`src/rtl/tl_rx_pkg.sv`:
```
// Shared definitions for the TLP receive path: FSM encoding, beat geometry,
// payload-count limits and the last-DW index helper.
package tl_rx_pkg;

   typedef enum logic [1:0] {
      ST_IDLE    = 2'd0,
      ST_PAYLOAD = 2'd1,
      ST_CHECK   = 2'd2
   } rx_state_e;

   localparam int TL_BEAT_DW = 8;
   localparam int CNT_W      = 11;
   // A Length field of zero encodes the maximum payload.
   localparam logic [CNT_W-1:0] MAX_PLD_DW = 11'd1024;

   function automatic logic [2:0] last_index(input logic [CNT_W-1:0] cnt,
                                             input logic [CNT_W-1:0] mask);
      if (cnt == 11'd0) begin
         return 3'd0;
      end else begin
         return 3'((cnt - 11'd1) & mask);
      end
   endfunction

endpackage

```
`src/rtl/tl_rx_dw_counter.sv`:
```
// Saturating payload DW accumulator; exposes the value it takes at the next edge
// so the tracker can register its outputs against the post-update count.
module tl_rx_dw_counter
   import tl_rx_pkg::*;
(
   input  logic             clk,
   input  logic             arst,
   input  logic             load,
   input  logic             add,
   input  logic [3:0]       inc,
   output logic [CNT_W-1:0] cnt_nxt
);

   logic [CNT_W-1:0] cnt_r;
   logic [CNT_W:0]   sum_s;

   // Next count: load on header beat, saturating add on payload beats.
   always_comb begin
      sum_s = {1'b0, cnt_r} + {8'd0, inc};
      if (load) begin
         cnt_nxt = {7'd0, inc};
      end else if (add) begin
         if (sum_s[CNT_W]) begin
            cnt_nxt = {CNT_W{1'b1}};
         end else begin
            cnt_nxt = sum_s[CNT_W-1:0];
         end
      end else begin
         cnt_nxt = cnt_r;
      end
   end

   // Count register.
   always_ff @(posedge clk or negedge arst) begin
      if (!arst) begin
         cnt_r <= 11'd0;
      end else begin
         cnt_r <= cnt_nxt;
      end
   end

endmodule

```
`src/rtl/tl_rx_payload_tracker.sv`:
```
// Tracks received payload DWs of a TLP against its header Length and produces
// the completion/overrun status plus a one-cycle strobe for the malformed check.
module tl_rx_payload_tracker
   import tl_rx_pkg::*;
#(
   parameter int LENGTH_WIDTH = 10,
   parameter int BEAT_DW      = TL_BEAT_DW
)
(
   input  logic                    clk,
   input  logic                    arst,
   input  logic                    i_sop,
   input  logic                    i_valid,
   input  logic                    i_hdr_has_data,
   input  logic [LENGTH_WIDTH-1:0] i_length,
   input  logic [3:0]              i_pld_dw,
   input  logic                    i_eop,
   output logic                    o_rcv_done,
   output logic [2:0]              o_last_dw,
   output logic [2:0]              o_last_rcv_data,
   output logic                    o_eop_q,
   output logic                    o_malformed_en,
   output logic                    o_overrun
);

   localparam logic [CNT_W-1:0] DW_MASK = CNT_W'(BEAT_DW - 1);

   rx_state_e        state_r;
   rx_state_e        state_nxt_s;
   logic [CNT_W-1:0] exp_cnt_r;
   logic [CNT_W-1:0] exp_nxt_s;
   logic [CNT_W-1:0] rcv_nxt_s;
   logic             sop_beat_s;
   logic             pld_beat_s;
   logic             eop_beat_s;
   logic             stray_sop_s;
   logic             rcv_done_nxt_s;
   logic             overrun_nxt_s;
   logic [2:0]       last_dw_nxt_s;
   logic [2:0]       last_rcv_nxt_s;
   logic             malformed_nxt_s;

   // Beat qualification; a sop seen mid-payload is kept as data but flagged.
   always_comb begin
      sop_beat_s  = i_valid && i_sop && (state_r == ST_IDLE);
      pld_beat_s  = i_valid && (state_r == ST_PAYLOAD);
      eop_beat_s  = (sop_beat_s || pld_beat_s) && i_eop;
      stray_sop_s = pld_beat_s && i_sop;
   end

   // Expected payload count latched from the header.
   always_comb begin
      if (!sop_beat_s) begin
         exp_nxt_s = exp_cnt_r;
      end else if (!i_hdr_has_data) begin
         exp_nxt_s = 11'd0;
      end else if (i_length == {LENGTH_WIDTH{1'b0}}) begin
         exp_nxt_s = MAX_PLD_DW;
      end else begin
         exp_nxt_s = CNT_W'(i_length);
      end
   end

   tl_rx_dw_counter u_rcv_cnt (
      .clk     (clk),
      .arst    (arst),
      .load    (sop_beat_s),
      .add     (pld_beat_s),
      .inc     (i_pld_dw),
      .cnt_nxt (rcv_nxt_s)
   );

   // State register.
   always_ff @(posedge clk or negedge arst) begin
      if (!arst) begin
         state_r <= ST_IDLE;
      end else begin
         state_r <= state_nxt_s;
      end
   end

   // Next-state logic.
   always_comb begin
      state_nxt_s = state_r;
      case (state_r)
         ST_IDLE: begin
            if (i_valid && i_sop) begin
               state_nxt_s = i_eop ? ST_CHECK : ST_PAYLOAD;
            end else begin
               state_nxt_s = ST_IDLE;
            end
         end
         ST_PAYLOAD: begin
            if (i_valid && i_eop) begin
               state_nxt_s = ST_CHECK;
            end else begin
               state_nxt_s = ST_PAYLOAD;
            end
         end
         ST_CHECK: state_nxt_s = ST_IDLE;
         default:  state_nxt_s = ST_IDLE;
      endcase
   end

   // Output next values; overrun is sticky until the FSM returns to idle.
   always_comb begin
      malformed_nxt_s = (state_nxt_s == ST_CHECK);
      rcv_done_nxt_s  = (state_nxt_s != ST_IDLE) && (rcv_nxt_s == exp_nxt_s);
      if (state_nxt_s == ST_IDLE) begin
         overrun_nxt_s = 1'b0;
      end else begin
         overrun_nxt_s = o_overrun || (rcv_nxt_s > exp_nxt_s) || stray_sop_s;
      end
      last_dw_nxt_s = last_index(exp_nxt_s, DW_MASK);
      if (eop_beat_s) begin
         last_rcv_nxt_s = last_index(CNT_W'(i_pld_dw), DW_MASK);
      end else begin
         last_rcv_nxt_s = o_last_rcv_data;
      end
   end

   // Expected-count and output registers.
   always_ff @(posedge clk or negedge arst) begin
      if (!arst) begin
         exp_cnt_r       <= 11'd0;
         o_rcv_done      <= 1'b0;
         o_last_dw       <= 3'd0;
         o_last_rcv_data <= 3'd0;
         o_eop_q         <= 1'b0;
         o_malformed_en  <= 1'b0;
         o_overrun       <= 1'b0;
      end else begin
         exp_cnt_r       <= exp_nxt_s;
         o_rcv_done      <= rcv_done_nxt_s;
         o_last_dw       <= last_dw_nxt_s;
         o_last_rcv_data <= last_rcv_nxt_s;
         o_eop_q         <= eop_beat_s;
         o_malformed_en  <= malformed_nxt_s;
         o_overrun       <= overrun_nxt_s;
      end
   end

endmodule

```
`config.mk`:
```
export PLATFORM = sky130hd
export DESIGN_NAME = tl_rx_payload_tracker
export DESIGN_NICKNAME = d
export VERILOG_FILES = /design/src/rtl/tl_rx_pkg.sv /design/src/rtl/tl_rx_dw_counter.sv /design/src/rtl/tl_rx_payload_tracker.sv
export SDC_FILE = /design/constraint.sdc
export NUM_CORES = 1
export LEC_CHECK = 0
export ABC_CLOCK_PERIOD_IN_PS = 7800
export CORE_MARGIN = 3
export CORE_UTILIZATION = 55
export DETAILED_ROUTE_END_ITERATION = 10
export PLACE_DENSITY_LB_ADDON = 0.08
export SYNTH_ARGS = -nofsm -noshare
export SYNTH_HDL_FRONTEND = slang
export SYNTH_SLANG_ARGS = --single-unit
```
`constraint.sdc`:
```
create_clock -name clk -period 7.8 [get_ports clk]
set_input_delay 1.56 -clock clk [delete_from_list [all_inputs] [get_ports clk]]
set_output_delay 1.56 -clock clk [all_outputs]
set_load 0.005 [all_outputs]
```
==> impl_metrics.py <==
metrics = {
    "logic_synthesis": {
        "yosys.area.top_type": "dfrtp_1",
        "synth.net_count": 247,
        "avgSynthCellArea_um2": 9.662,
        "synth_area_leaders": "dfrtp_1 42%, ha_1 11%, nand2_1 5.0%",
        "synth_cell_types": 44,
        "syn_area_um2": 2019,
        "synth-seq-cells": 34,
        "synthCells": 209,
        "yosysWarnings": 0,
        "synth_top_area_share_pct": 42.13,
        "ys_seq_area_share_pct": 42.13,
    },
    "setup_path": {
        "crit_type": "in -> reg",
        "endpoint_kind": "register",
        "rr_worst_depth": 12,
        "crit_fanout": 7,
        "reg2reg_to": "o_overrun$_DFF_PN0_",
        "arrival_ps": 4720,
        "r2r-start": "u_rcv_cnt.cnt_r[0]$_DFF_PN0_",
        "crit_required_ps": 7960,
        "critPathLaunch": "i_pld_dw[0]",
        "critPathLaunchType": "primary input",
        "reg2reg_slack_ps": 4720,
    },
    "timing": {
        "timing.fmax_mhz": 219.4,
        "period_minus_slack_ps": 4558,
        "relSlewSlack_pct": 34.02,
        "hold_viol_final": 0,
        "finalSetupViolations": 0,
        "clock_skew_ps": 4.683,
        "worstMarginPinSlew_ps": 984.1,
        "holdWs_ps": 473.7,
        "tns_ps": 0,
        "fin_crit_sh_pct": 58.43,
        "rsz0062_at_grt": "false",
        "drv_slew": 0,
    },
    "min_path": {
        "worstHoldStart": "o_last_rcv_data[0]$_DFFE_PN0P_",
        "holdPathEnd": "o_last_rcv_data[0]$_DFFE_PN0P_",
        "hold-path-cell-count": 2,
        "holdCritPathClass": "reg -> reg",
    },
    "clocking": {
        "post_cts_buffers": 0,
        "cts_resized": 0,
        "cts.sinks": 34,
        "h-tree-depth": 2,
        "insertion_delay_ps": 280,
        "cts_buffer_depth": 2,
        "cts_hold_buf": 0,
        "cts_tree": "built",
        "path_clk_slew_ps": 60,
        "cts_buffers": 5,
        "root_buffer": "clkbuf_8",
    },
    "power": {
        "p_leak_nw": 1.105,
        "ir_drop_mv": 0.1193,
        "p_switching_uw": 200.1,
        "pwr-share-comb_pct": 38.5,
        "seq_power_share_pct": 39.7,
        "p_int_uw": 385.3,
        "p_clk_share_pct": 21.7,
        "swShare_pct": 34.18,
        "powerDensity_nw_per_um2": 239.8,
    },
    "floorplan": {
        "initial_utilization_pct": 58.67,
        "die_y_um": 66.60,
        "rows": 21,
        "die_w_um": 66.60,
        "num_io_pins": 30,
        "core_um2": 3442,
        "die-area_um2": 4435,
    },
    "route": {
        "drt-wirelength-per-cell_um": 15.35,
        "via_per_inst": 5.746,
        "wirelength_mm": 4.406,
        "drc": 0,
        "drtAntennaViolNets": 0,
        "num_vias": 1649,
        "drt_iter0_markers": 84,
        "drtPass1Iterations": 4,
    },
    "global_routing": {
        "grt-ovfl-total": 0,
        "grt_use_total_pct": 23.40,
        "met1_usage_pct": 27.68,
        "busiest_layer": "met2",
        "grt_pass1_wl_mm": 7.776,
        "antenna_found_initial": 0,
        "grt_max_degree": 35,
        "use_met2_pct": 39.85,
        "gr-usage-met3_pct": 6.577,
        "grt_pass1_vias": 1719,
    },
    "cells_and_area": {
        "layout_common_cells": "34 x dfrtp_1, 29 x clkdlybuf4s50_1, 27 x nand2_1, 17 x ha_1, 13 x nor2_1",
        "antennaDiodeCount": 0,
        "drive_above_1_share_pct": 11.20,
        "layout-area-overhead-vs-synth_pct": 20.88,
        "num-nets-final": 280,
        "fin_util_pct": 70.92,
        "final_common_cell": "dfrtp_1",
    },
    "place": {
        "gp_congestion": 0.8884,
        "dpl.hpwl_mm": 3.427,
        "port_buffers": 29,
    },
    "run": {
        "drv_cap": 0,
    },
    "outcome": {
        "outcome": "completed",
    },
}
## cell usage after synthesis (all sizes together)
cell type  number
a211o           1
a211oi          4
a21o            3
a21oi          14
a311oi          1
a31oi           4
and2b           1
and3            3
and3b           1
and4bb          1
buf             1
clkbuf          3
dfrtp          34
fa              1
ha             17
inv            16
nand2          29
nand3           6
nand4           2
nand4bb         1
nor2           14
nor3            7
nor3b           1
nor4            8
o21a           11
o21ai          10
o21bai          1
o22ai           5
o31ai           1
or4b            1
xnor2           5
xor2            2
## worst max-delay path, stage by stage
cell             delay, ps
clkdlybuf4s50_1        510
ha_1                   300
fa_1                   420
a21o_1                 210
a21oi_2                310
nor3b_2                100
xnor2_1                150
o21ai_1                110
ha_1                   330
nand4_1                170
nor3_1                 290
o21bai_1               160
a31oi_1                100
## logic make-up (layout without fill, tap and decap cells)
family,after synthesis,after routing,synth area share (%)
AO/OA/AOI/OAI,55,55,18.40
XOR/XNOR,7,7,3.036
adder cells (fa/ha/maj),18,18,11.52
flip-flops,34,34,42.13
AND/OR/NAND/NOR,75,75,21.13
buffers and inverters,20,52,3.779
## power by group through the flow
stage	registers, mW	logic [mW]	clock network (mW)
5_1_grt	0.236	0.254	0.139
2_1_floorplan	0.233	0.149	0
4_1_cts	0.233	0.227	0.129
3_3_place_gp	0.234	0.214	0
3_5_place_dp	0.236	0.226	0
6_report	0.233	0.226	0.127
## worst max-delay path by stage
| stage | endpoint | cells past startpoint |
|---|---|---|
| final | o_overrun$_DFF_PN0_ | 13 |
| after global routing | o_overrun$_DFF_PN0_ | 13 |
| after CTS | o_overrun$_DFF_PN0_ | 13 |
| after detailed placement | o_overrun$_DFF_PN0_ | 13 |
| after global placement | o_overrun$_DFF_PN0_ | 13 |
| after floorplan | o_overrun$_DFF_PN0_ | 12 |
## area by class of cell
| class | instances | area [um^2] |
|---|---|---|
| clock buffers | 6 | 82.58 |
| fillers | 276 | 1001 |
| inverters | 16 | 60.06 |
| multi-input cells | 155 | 1092 |
| flip-flops and latches | 34 | 850.8 |
| well taps | 46 | 57.56 |
| repair buffers | 30 | 297.8 |
## per-stage QoR
step	area, um^2	total power [mW]	setup slack (ps)	cells
after floorplan	2019	0.3814	3868	209
after global placement	2359	0.4481	3163	281
after detailed placement	2359	0.4615	3012	281
after CTS	2441	0.5891	3266	287
after global routing	2441	0.6293	3033	287
final	2441	0.5854	3242	287
## per-layer routing
| metal | vias up | share of wire (%) |
|---|---|---|
| li1 | 814 | - |
| met3 | 9 | 5.4 |
| met4 | 0 | 2.1 |
| met1 | 780 | 43 |
| met5 | - | 0 |
| met2 | 46 | 49 |
## state kept, by name (all words and copies together) (netlist names)
name	cells
state_r	2
o_malformed_en	1
o_overrun	1
o_last_rcv_data	3
o_last_dw	3
u_rcv_cnt.cnt_r	11
o_rcv_done	1
o_eop_q	1
exp_cnt_r	11
(Power assumes the default switching activity.)
